<file path="config.mk">
export PLATFORM = sky130hd
export DESIGN_NAME = snoop_issuer_multi
export DESIGN_NICKNAME = d
export VERILOG_FILES = /design/src/rtl/snoop_issuer_multi.sv
export SDC_FILE = /design/constraint.sdc
export NUM_CORES = 1
export LEC_CHECK = 0
export BUFFER_PORTS_ARGS = -buffer_cell sky130_fd_sc_hd__buf_2
export CAP_MARGIN = 10
export CORE_ASPECT_RATIO = 0.75
export CORE_MARGIN = 8
export CORE_UTILIZATION = 58
export DETAILED_ROUTE_END_ITERATION = 16
export PLACE_DENSITY = 0.88
export SLEW_MARGIN = 20
export SYNTH_ARGS = -nofsm -noshare
export SYNTH_HDL_FRONTEND = slang
export SYNTH_SLANG_ARGS = --single-unit
</file>
<file path="constraint.sdc">
create_clock -name clock -period 3.3 [get_ports clock]
set_clock_uncertainty 0.05 [all_clocks]
set_input_delay 0.99 -clock clock [delete_from_list [all_inputs] [get_ports clock]]
set_output_delay 0.99 -clock clock [all_outputs]
set_load 0.005 [all_outputs]
</file>
<file path="src/rtl/snoop_issuer_multi.sv">
// snoop_issuer_multi: MSI/MESI coherence issuer for LINES direct-mapped cache lines.
// Accepts one CPU request at a time, resolves hit/miss by tag compare, arbitrates for the
// snooping bus with req/grant and applies foreign snoops to its own lines every cycle.
//
// Ports:
//   clock, reset                      posedge clock, synchronous active-high reset
//   cpu_valid/cpu_ready               CPU request handshake
//   cpu_write, cpu_index, cpu_tag     request attributes, latched on handshake
//   cpu_done                          one-cycle completion pulse
//   bus_req/bus_grant                 bus arbitration (grant is a one-cycle pulse)
//   bus_valid, message, bus_index,
//   bus_tag, writeBack                registered bus transaction, one cycle after grant
//   bus_shared                        sampled with bus_valid (MESI read miss: S vs E)
//   snoop_valid, snoop_message,
//   snoop_index, snoop_tag            foreign bus transaction
//   snoop_flush                       one cycle after a snoop hit on an M line
module snoop_issuer_multi #(
  parameter int unsigned LINES = 4,
  parameter int unsigned TAG_W = 8,
  parameter bit          MESI  = 1'b0,
  localparam int unsigned IDX_W = $clog2(LINES)
) (
  input  logic             clock,
  input  logic             reset,
  input  logic             cpu_valid,
  output logic             cpu_ready,
  input  logic             cpu_write,
  input  logic [IDX_W-1:0] cpu_index,
  input  logic [TAG_W-1:0] cpu_tag,
  output logic             cpu_done,
  output logic             bus_req,
  input  logic             bus_grant,
  output logic             bus_valid,
  output logic [1:0]       message,
  output logic [IDX_W-1:0] bus_index,
  output logic [TAG_W-1:0] bus_tag,
  output logic             writeBack,
  input  logic             bus_shared,
  input  logic             snoop_valid,
  input  logic [1:0]       snoop_message,
  input  logic [IDX_W-1:0] snoop_index,
  input  logic [TAG_W-1:0] snoop_tag,
  output logic             snoop_flush
);

  typedef enum logic [1:0] {StIdle, StDecide, StWaitGnt, StDone} fsm_e;

  localparam logic [1:0] LsI = 2'b00;
  localparam logic [1:0] LsS = 2'b01;
  localparam logic [1:0] LsM = 2'b10;
  localparam logic [1:0] LsE = 2'b11;

  localparam logic [1:0] MsgWriteMiss  = 2'b00;
  localparam logic [1:0] MsgReadMiss   = 2'b01;
  localparam logic [1:0] MsgInvalidate = 2'b10;
  localparam logic [1:0] MsgNa         = 2'b11;

  fsm_e             fsm;
  logic             req_write;
  logic [IDX_W-1:0] req_index;
  logic [TAG_W-1:0] req_tag;
  logic [1:0]       line_state [LINES];
  logic [TAG_W-1:0] line_tag   [LINES];
  // Read miss in MESI mode: final S/E choice waits for bus_shared in the bus_valid cycle.
  logic             e_pending;

  logic [1:0] cur_state;
  logic       cur_hit;
  logic       cur_silent;
  logic [1:0] snp_state;
  logic       snp_hit;
  logic [1:0] snp_next;

  always_comb begin
    cur_state  = line_state[req_index];
    cur_hit    = (line_tag[req_index] == req_tag) && (cur_state != LsI);
    // Hit that completes without a bus transaction (E->M is silent in MESI mode).
    cur_silent = cur_hit && (!req_write || (cur_state == LsM) ||
                             (MESI && (cur_state == LsE)));

    snp_state = line_state[snoop_index];
    snp_hit   = snoop_valid && (line_tag[snoop_index] == snoop_tag) && (snp_state != LsI);
    snp_next  = snp_state;
    case (snoop_message)
      MsgReadMiss: begin
        if ((snp_state == LsM) || (snp_state == LsE)) snp_next = LsS;
      end
      MsgWriteMiss, MsgInvalidate: snp_next = LsI;
      default: snp_next = snp_state;
    endcase
  end

  always_ff @(posedge clock) begin
    if (reset) begin
      fsm         <= StIdle;
      req_write   <= 1'b0;
      req_index   <= '0;
      req_tag     <= '0;
      e_pending   <= 1'b0;
      cpu_ready   <= 1'b1;
      cpu_done    <= 1'b0;
      bus_req     <= 1'b0;
      bus_valid   <= 1'b0;
      message     <= MsgNa;
      bus_index   <= '0;
      bus_tag     <= '0;
      writeBack   <= 1'b0;
      snoop_flush <= 1'b0;
      for (int unsigned i = 0; i < LINES; i++) begin
        line_state[i] <= LsI;
        line_tag[i]   <= '0;
      end
    end else begin
      cpu_done    <= 1'b0;
      snoop_flush <= snp_hit && (snp_state == LsM);

      // Snoop first; any own-line write below is a later NBA and therefore wins.
      if (snp_hit) line_state[snoop_index] <= snp_next;

      unique case (fsm)
        StIdle: begin
          if (cpu_valid) begin
            req_write <= cpu_write;
            req_index <= cpu_index;
            req_tag   <= cpu_tag;
            cpu_ready <= 1'b0;
            fsm       <= StDecide;
          end
        end

        StDecide: begin
          if (cur_silent) begin
            if (req_write && (cur_state == LsE)) line_state[req_index] <= LsM;
            cpu_done <= 1'b1;
            fsm      <= StDone;
          end else begin
            bus_req <= 1'b1;
            fsm     <= StWaitGnt;
          end
        end

        StWaitGnt: begin
          if (bus_valid) begin
            // Bus message cycle: retire it and finish the request.
            bus_valid <= 1'b0;
            message   <= MsgNa;
            writeBack <= 1'b0;
            if (e_pending && !bus_shared) line_state[req_index] <= LsE;
            e_pending <= 1'b0;
            cpu_done  <= 1'b1;
            fsm       <= StDone;
          end else if (bus_grant) begin
            bus_req <= 1'b0;
            // Re-evaluate: snoops while waiting may have changed the line.
            if (cur_silent) begin
              if (req_write && (cur_state == LsE)) line_state[req_index] <= LsM;
              cpu_done <= 1'b1;
              fsm      <= StDone;
            end else begin
              bus_valid <= 1'b1;
              bus_index <= req_index;
              bus_tag   <= req_tag;
              if (cur_hit) begin
                // Only a write hit on S reaches here.
                message               <= MsgInvalidate;
                writeBack             <= 1'b0;
                line_state[req_index] <= LsM;
              end else begin
                message               <= req_write ? MsgWriteMiss : MsgReadMiss;
                // A non-hit M line necessarily holds a different tag: evict it.
                writeBack             <= (cur_state == LsM);
                line_tag[req_index]   <= req_tag;
                line_state[req_index] <= req_write ? LsM : LsS;
                e_pending             <= MESI && !req_write;
              end
            end
          end
        end

        StDone: begin
          cpu_ready <= 1'b1;
          fsm       <= StIdle;
        end

        default: fsm <= StIdle;
      endcase
    end
  end

endmodule

</file>
==> impl_metrics.py, run 1 <==
metrics = {
    "outcome": {
        "status": "finished clean",
    },
    "synthesis": {
        "async_reset_ff_share_pct": 0,
        "post_synth_main_area_contributors": "edfxtp_1 30%, dfxtp_1 16%, mux4_2 7.8%",
        "post-synth-top-area-fraction_pct": 29.90,
        "synth_area_leader_cell": "edfxtp_1",
        "count_of_flip_flops_with_a_built_in_enable_after_synthesis": 40,
        "netlist_area_mm2": 0.004018,
        "synth.distinct_cells": 53,
        "yosys_warnings": 0,
        "postSynthNetCount": 396,
        "synth-main-ff-cell": "edfxtp_1",
        "post_synthesis_instance_total": 363,
        "postSynthRegisterBits": 73,
        "post_synth.cell_area_avg_um2": 11.07,
        "ys_seq_area_share_pct": 46.34,
    },
    "placed_design": {
        "placedInstanceArea_mm2": 0.004367,
        "port-buffer-count": 45,
        "place_congestion": 0.9008,
        "dp_hpwl_mm": 7.292,
        "placed_cells": 486,
    },
    "cts": {
        "tritoncts": "done",
        "clk_latency_worst_skew_pair_ps": 350,
        "htree_num_levels": 3,
        "post-cts-setup-buffers": 0,
        "cts_inserted_buffers": 9,
        "cts.sinks": 73,
        "clk_pin_slew_worst_paths_ps": 80,
        "ctsRootBufferMaster": "clkbuf_8",
        "clockBufferDepth": 2,
        "cts.hold.buffers_added": 0,
        "cts_resized": 0,
    },
    "final_layout": {
        "area_overhead_vs_synth_pct": 13.55,
        "instances_no_fill": 502,
        "final_area_mm2": 0.004562,
        "antennaDiodeCount": 0,
        "final_net_count": 446,
        "layout-drive-gt1-share_pct": 27.51,
    },
    "sta": {
        "final-max-slew-violation-count": 0,
        "hold-worst-slack_ps": 412.9,
        "final.min_clock_period_ps": 3141,
        "fmax_mhz": 318.4,
        "setup_viol_count_final": 0,
        "final-hold-violation-count": 0,
        "finalSetupTns_ps": 0,
        "worst_slew_pin_slew_ps": 660.8,
        "timing.slew.headroom_pct": 55.78,
        "rsz0062_at_grt": "no",
        "fin_crit_sh_pct": 95.18,
    },
    "power": {
        "p_leak_nw": 1.893,
        "cell_area_power_density_mw_per_mm2": 581.5,
        "worst_ir_drop_vdd_v": 0.0004601,
        "p_total_mw": 2.653,
    },
    "die": {
        "fp-row-count": 26,
        "io-pin-count": 47,
        "fp.dieArea_mm2": 0.009874,
        "die_x_um": 112.1,
        "core_region_area_mm2": 0.006766,
        "die_height_um": 88.08,
        "floorplan.initialDensity_pct": 59.37,
    },
    "global_route": {
        "number_of_antenna_violations_at_the_first_check_in_global_routing": 0,
        "grt_overflow": 0,
        "grtUsageTotal_pct": 20.51,
        "grt_first_pass_wirelength_mm": 15.81,
        "number_of_global_route_vias_before_repair": 3167,
        "pin_count_of_the_biggest_net_entering_global_routing": 36,
    },
    "hold_path": {
        "worst_hold_path_type": "reg -> reg",
        "whs_path_depth": 2,
    },
    "worst_setup_path": {
        "critical_path_fanout_max": 8,
        "cp-end-kind": "flip-flop",
        "crit_required_ps": 3410,
        "critPathKind": "in -> reg",
        "critical_path.startpoint_type": "input pin",
        "rr_worst_depth": 8,
        "timing.critical_path.arrival_ps": 3250,
    },
    "detailed_routing": {
        "avgViaCountPerCell": 6.283,
        "drt_iter0_markers": 347,
        "drt-pass1-iter-count": 4,
        "detail_route.drc_violations": 0,
        "wl_per_cell_um": 19.57,
        "drt_wl_total_mm": 9.824,
        "detailroute.via_count": 3154,
        "detail-route-antenna-nets": 0,
    },
    "run": {
        "cap_violations": 0,
    },
}
-- worst paths after layout --
path	start	endpoint	slack, ps
max	snoop_index[0]	line_state[0][1]	160
min	bus_req	bus_req	410
max reg2reg	flip-flop	line_state[0][1]	360
min reg2reg	bus_req	bus_req	410
-- report_power, final --
| part | switching, mW | total [mW] | internal, mW |
|---|---|---|---|
| Sequential | 0.118 | 1.17 | 1.05 |
| Combinational | 0.466 | 0.797 | 0.331 |
| Clock | 0.343 | 0.685 | 0.342 |
| Total | 0.927 | 2.65 | 1.73 |
-- layout make-up --
class,instances,area [um2]
fill,539,2205
tap,84,105.1
inverter,10,37.54
clock buffer,11,162.7
sequential,73,1862
clock inverter,5,32.53
multi-input combinational,255,1994
timing repair buffer,64,367.9
-- kinds of logic (layout without fill, tap and decap cells) --
family | after synthesis | count (layout) | share of synthesized area [%]
AND/OR/NAND/NOR | 132 | 132 | 17.75
AO/OA/AOI/OAI | 55 | 55 | 10.43
adder cells (fa/ha/maj) | 4 | 4 | 1.246
multiplexers | 50 | 50 | 17.04
flip-flops | 73 | 73 | 46.34
buffers and inverters | 35 | 90 | 4.142
XOR/XNOR | 14 | 14 | 3.052
-- metrics by stage --
stage          setup WS, ps  util, %
2_1_floorplan         210.7        -
3_3_place_gp          34.72    64.53
3_5_place_dp         -170.5    64.53
4_1_cts               196.0    67.42
5_1_grt               43.42    67.42
6_report              159.1    67.42
-- cells in the mapped netlist (2+ instances only) --
cell type,n
nor4_1,3
mux2i_1,29
o31ai_1,4
mux2_2,6
a31oi_1,3
edfxtp_1,40
mux4_2,14
o211ai_1,3
inv_1,10
nand3_1,3
a21oi_1,16
nand2b_1,10
and3_1,27
ha_1,4
nor2b_1,7
nor3_2,5
buf_6,3
xor2_1,2
o21ai_1,3
and2_1,8
o21bai_1,3
nor3_1,2
o21ai_0,2
buf_1,2
nand2_1,37
o221ai_2,2
buf_2,7
xnor2_1,12
nand4_1,2
or2_2,2
o221ai_1,2
dfxtp_1,33
o32ai_1,3
clkbuf_1,12
a221o_1,2
nor2_1,23
-- critical path, stage by stage --
cell and delay [ps]:
buf_2 230, buf_4 180, mux4_2 510, xnor2_1 190, nand4_1 200, nor4_1 350
nand4_1 280, o32ai_1 320
-- registers in the layout, indices dropped and copies added (netlist names), named ones only --
| name | flops |
|---|---|
| snoop_flush | 1 |
| req_write | 1 |
| fsm | 2 |
| bus_req | 1 |
| bus_index | 2 |
| cpu_done | 1 |
| bus_tag | 8 |
| message | 2 |
| req_index | 2 |
| writeBack | 1 |
| line_state | 8 |
| req_tag | 8 |
| cpu_ready | 1 |
| bus_valid | 1 |
| line_tag | 32 |
-- cells in the final DEF (no fill, tap or decap), types with 4 or more instances in the layout --
master and count:
xnor2_1 12, o31ai_1 4, buf_2 45, ha_1 4, mux4_2 14, and2_1 8
a21oi_1 16, inv_1 10, nand2b_1 10, nand2_1 37, nor2_1 23, nor2b_1 7
and3_1 27, buf_4 19, dfxtp_1 33, mux2i_1 29, nor3_2 6, edfxtp_1 40
mux2_2 6, clkbuf_8 10
-- metal layers --
metal	global-route usage [%]	vias up	wire, um	share of wire, %
li1	-	1440	-	-
met1	26.65	1521	4164	42
met2	32.86	178	4564	46
met3	5.234	15	960	9.8
met4	6.951	0	136	1.4
met5	0	-	0	0
Power figures use the tool's default switching activity.
==> run 2: changes to the inputs <==
BUFFER_PORTS_ARGS = -buffer_cell sky130_fd_sc_hd__clkbuf_2   (was -buffer_cell sky130_fd_sc_hd__buf_2)
SLEW_MARGIN = unset   (was 20)
==> run 2 against run 1 <==
  * Worst hold slack improved by 2.1 ps
  * Utilization increased by 0.44 points
  * Final cell count unchanged
  * Design area increased by 0.66%
  * Routed wire length decreased by 0.23%
  * Fmax increased by 3.2%
  * Total power increased by 1.4%
  * Critical path depth unchanged
  * Largest power group unchanged
==> impl_metrics.py, run 2 (synthesis gave the netlist of run 1 again) <==
metrics = {
    "cts": {
        "cts.hold.buffers_added": 0,
        "clk_pin_slew_worst_paths_ps": 80,
        "cts_inserted_buffers": 9,
        "cts.sinks": 73,
        "tritoncts": "done",
        "clk_latency_worst_skew_pair_ps": 360,
        "post-cts-setup-buffers": 0,
        "ctsRootBufferMaster": "clkbuf_8",
        "htree_num_levels": 3,
        "clockBufferDepth": 2,
    },
    "detailed_routing": {
        "detailroute.via_count": 3097,
        "drt_wl_total_mm": 9.801,
        "wl_per_cell_um": 19.52,
        "detail_route.drc_violations": 0,
        "drt_iter0_markers": 204,
        "avgViaCountPerCell": 6.169,
        "detail-route-antenna-nets": 0,
        "drt-pass1-iter-count": 4,
    },
    "power": {
        "cell_area_power_density_mw_per_mm2": 585.9,
        "p_leak_nw": 1.896,
        "worst_ir_drop_vdd_v": 0.0005659,
        "p_total_mw": 2.690,
    },
    "final_layout": {
        "antennaDiodeCount": 0,
        "area_overhead_vs_synth_pct": 14.29,
        "layout-drive-gt1-share_pct": 27.51,
        "layout.cells.most_common_list": "45 x clkbuf_2, 40 x edfxtp_1, 37 x nand2_1, 33 x dfxtp_1, 29 x mux2i_1",
        "final_area_mm2": 0.004592,
        "num-fill-cells": 523,
        "max_flop_register": "line_tag",
        "final_net_count": 446,
        "layout.cells.most_common": "clkbuf_2",
        "largest_register_ff_count": 32,
    },
    "placed_design": {
        "place_congestion": 0.9012,
        "placedInstanceArea_mm2": 0.004379,
        "port-buffer-count": 45,
        "dp_hpwl_mm": 7.405,
        "post-place-ws_ps": -153.5,
    },
    "worst_setup_path": {
        "critPathKind": "in -> reg",
        "timing.critical_path.arrival_ps": 3150,
        "cp-end-kind": "flip-flop",
        "crit_start": "snoop_index[0]",
        "crit_required_ps": 3400,
        "critical_path.startpoint_type": "input pin",
        "crit_buf_inv": 2,
        "critical-path-top-delay-family": "simple AND/OR/NAND/NOR gates",
        "critical_path_fanout_max": 5,
        "crit_path_max_incr_delay_ps": 540,
        "cp_slowest_cell": "mux4_2",
        "cp_cell_sequence": "clkbuf_2 > buf_12 > mux4_2 > xnor2_1 > o211ai_1 > nor4_2 > nand4_1 > o32ai_1",
    },
    "die": {
        "core_region_area_mm2": 0.006766,
        "fp.dieArea_mm2": 0.009874,
        "die_height_um": 88.08,
        "die_x_um": 112.1,
        "fp-row-count": 26,
        "io-pin-count": 47,
        "floorplan.initialDensity_pct": 59.37,
    },
    "sta": {
        "fin_crit_sh_pct": 92.23,
        "final-max-slew-violation-count": 0,
        "final-hold-violation-count": 0,
        "rsz0062_at_grt": "no",
        "timing.slew.headroom_pct": 57.33,
        "setup_viol_count_final": 0,
        "hold-worst-slack_ps": 415.0,
        "fmax_mhz": 328.5,
        "final.min_clock_period_ps": 3044,
        "worst_path_setup_slack_after_routing_ps": 256.3,
        "worst_slew_pin_slew_ps": 638.8,
    },
    "global_route": {
        "grtUsageTotal_pct": 20.80,
        "grt_first_pass_wirelength_mm": 16.08,
        "grt_overflow": 0,
        "pin_count_of_the_biggest_net_entering_global_routing": 29,
        "number_of_global_route_vias_before_repair": 3232,
        "number_of_antenna_violations_at_the_first_check_in_global_routing": 0,
    },
    "hold_path": {
        "worst_hold_startpoint": "bus_req",
        "worst_hold_path_type": "reg -> reg",
    },
    "outcome": {
        "status": "finished clean",
    },
    "run": {
        "cap_violations": 0,
    },
}
## run 2: path summary, 6_finish.rpt
path	slack, ps	cells past startpoint	endpoint
hold reg to reg	420	2	bus_req
setup reg to reg	290	8	line_state[2][1]
setup / recovery	260	8	line_state[2][1]
hold / removal	420	2	bus_req
## run 2: worst register-to-register path: cells and delay by family, from the launching register on
| family | cells | cell delay, ps |
|---|---|---|
| simple gates | 2 | 260 |
| buf+inv | 1 | 220 |
| mux | 1 | 590 |
| xor+xnor | 1 | 250 |
| flops | 1 | 620 |
| compound gates | 3 | 820 |
## run 2: per-layer routing
layer  share of wire, %  track usage (%)
met5                  0                0
met1                 43            26.59
met4                1.7            7.195
met2                 45            33.02
met3                 10            6.336
## run 2: metrics by stage
stage	util (%)	instances	setup TNS, ps
finish	67.86	502	0
global route	67.86	502	0
CTS	67.77	502	0
detailed placement	64.72	486	-420.5
global placement	64.72	486	0
floorplan	-	363	0
## run 2: final cells by class
| class | count | area, um2 | area share (%) |
|---|---|---|---|
| Multi-Input combinational cell | 255 | 2001 | 43.57 |
| Inverter | 10 | 37.54 | 0.8174 |
| Clock inverter | 4 | 28.78 | 0.6267 |
| Sequential cell | 73 | 1862 | 40.55 |
| Timing Repair Buffer | 64 | 380.4 | 8.283 |
| Tap cell | 84 | 105.1 | 2.289 |
| Clock buffer | 12 | 177.7 | 3.869 |
## run 2: where the power goes
part	internal [mW]	switching, mW	leakage [nW]
combinational	0.334	0.468	1.11
sequential	1.05	0.117	0.682
clock	0.370	0.350	0.108
## run 2: timing repair
item	CTS	global route
endpoints found under the setup margin	0	3
resized for setup	0	1
endpoints found under the hold margin	0	0
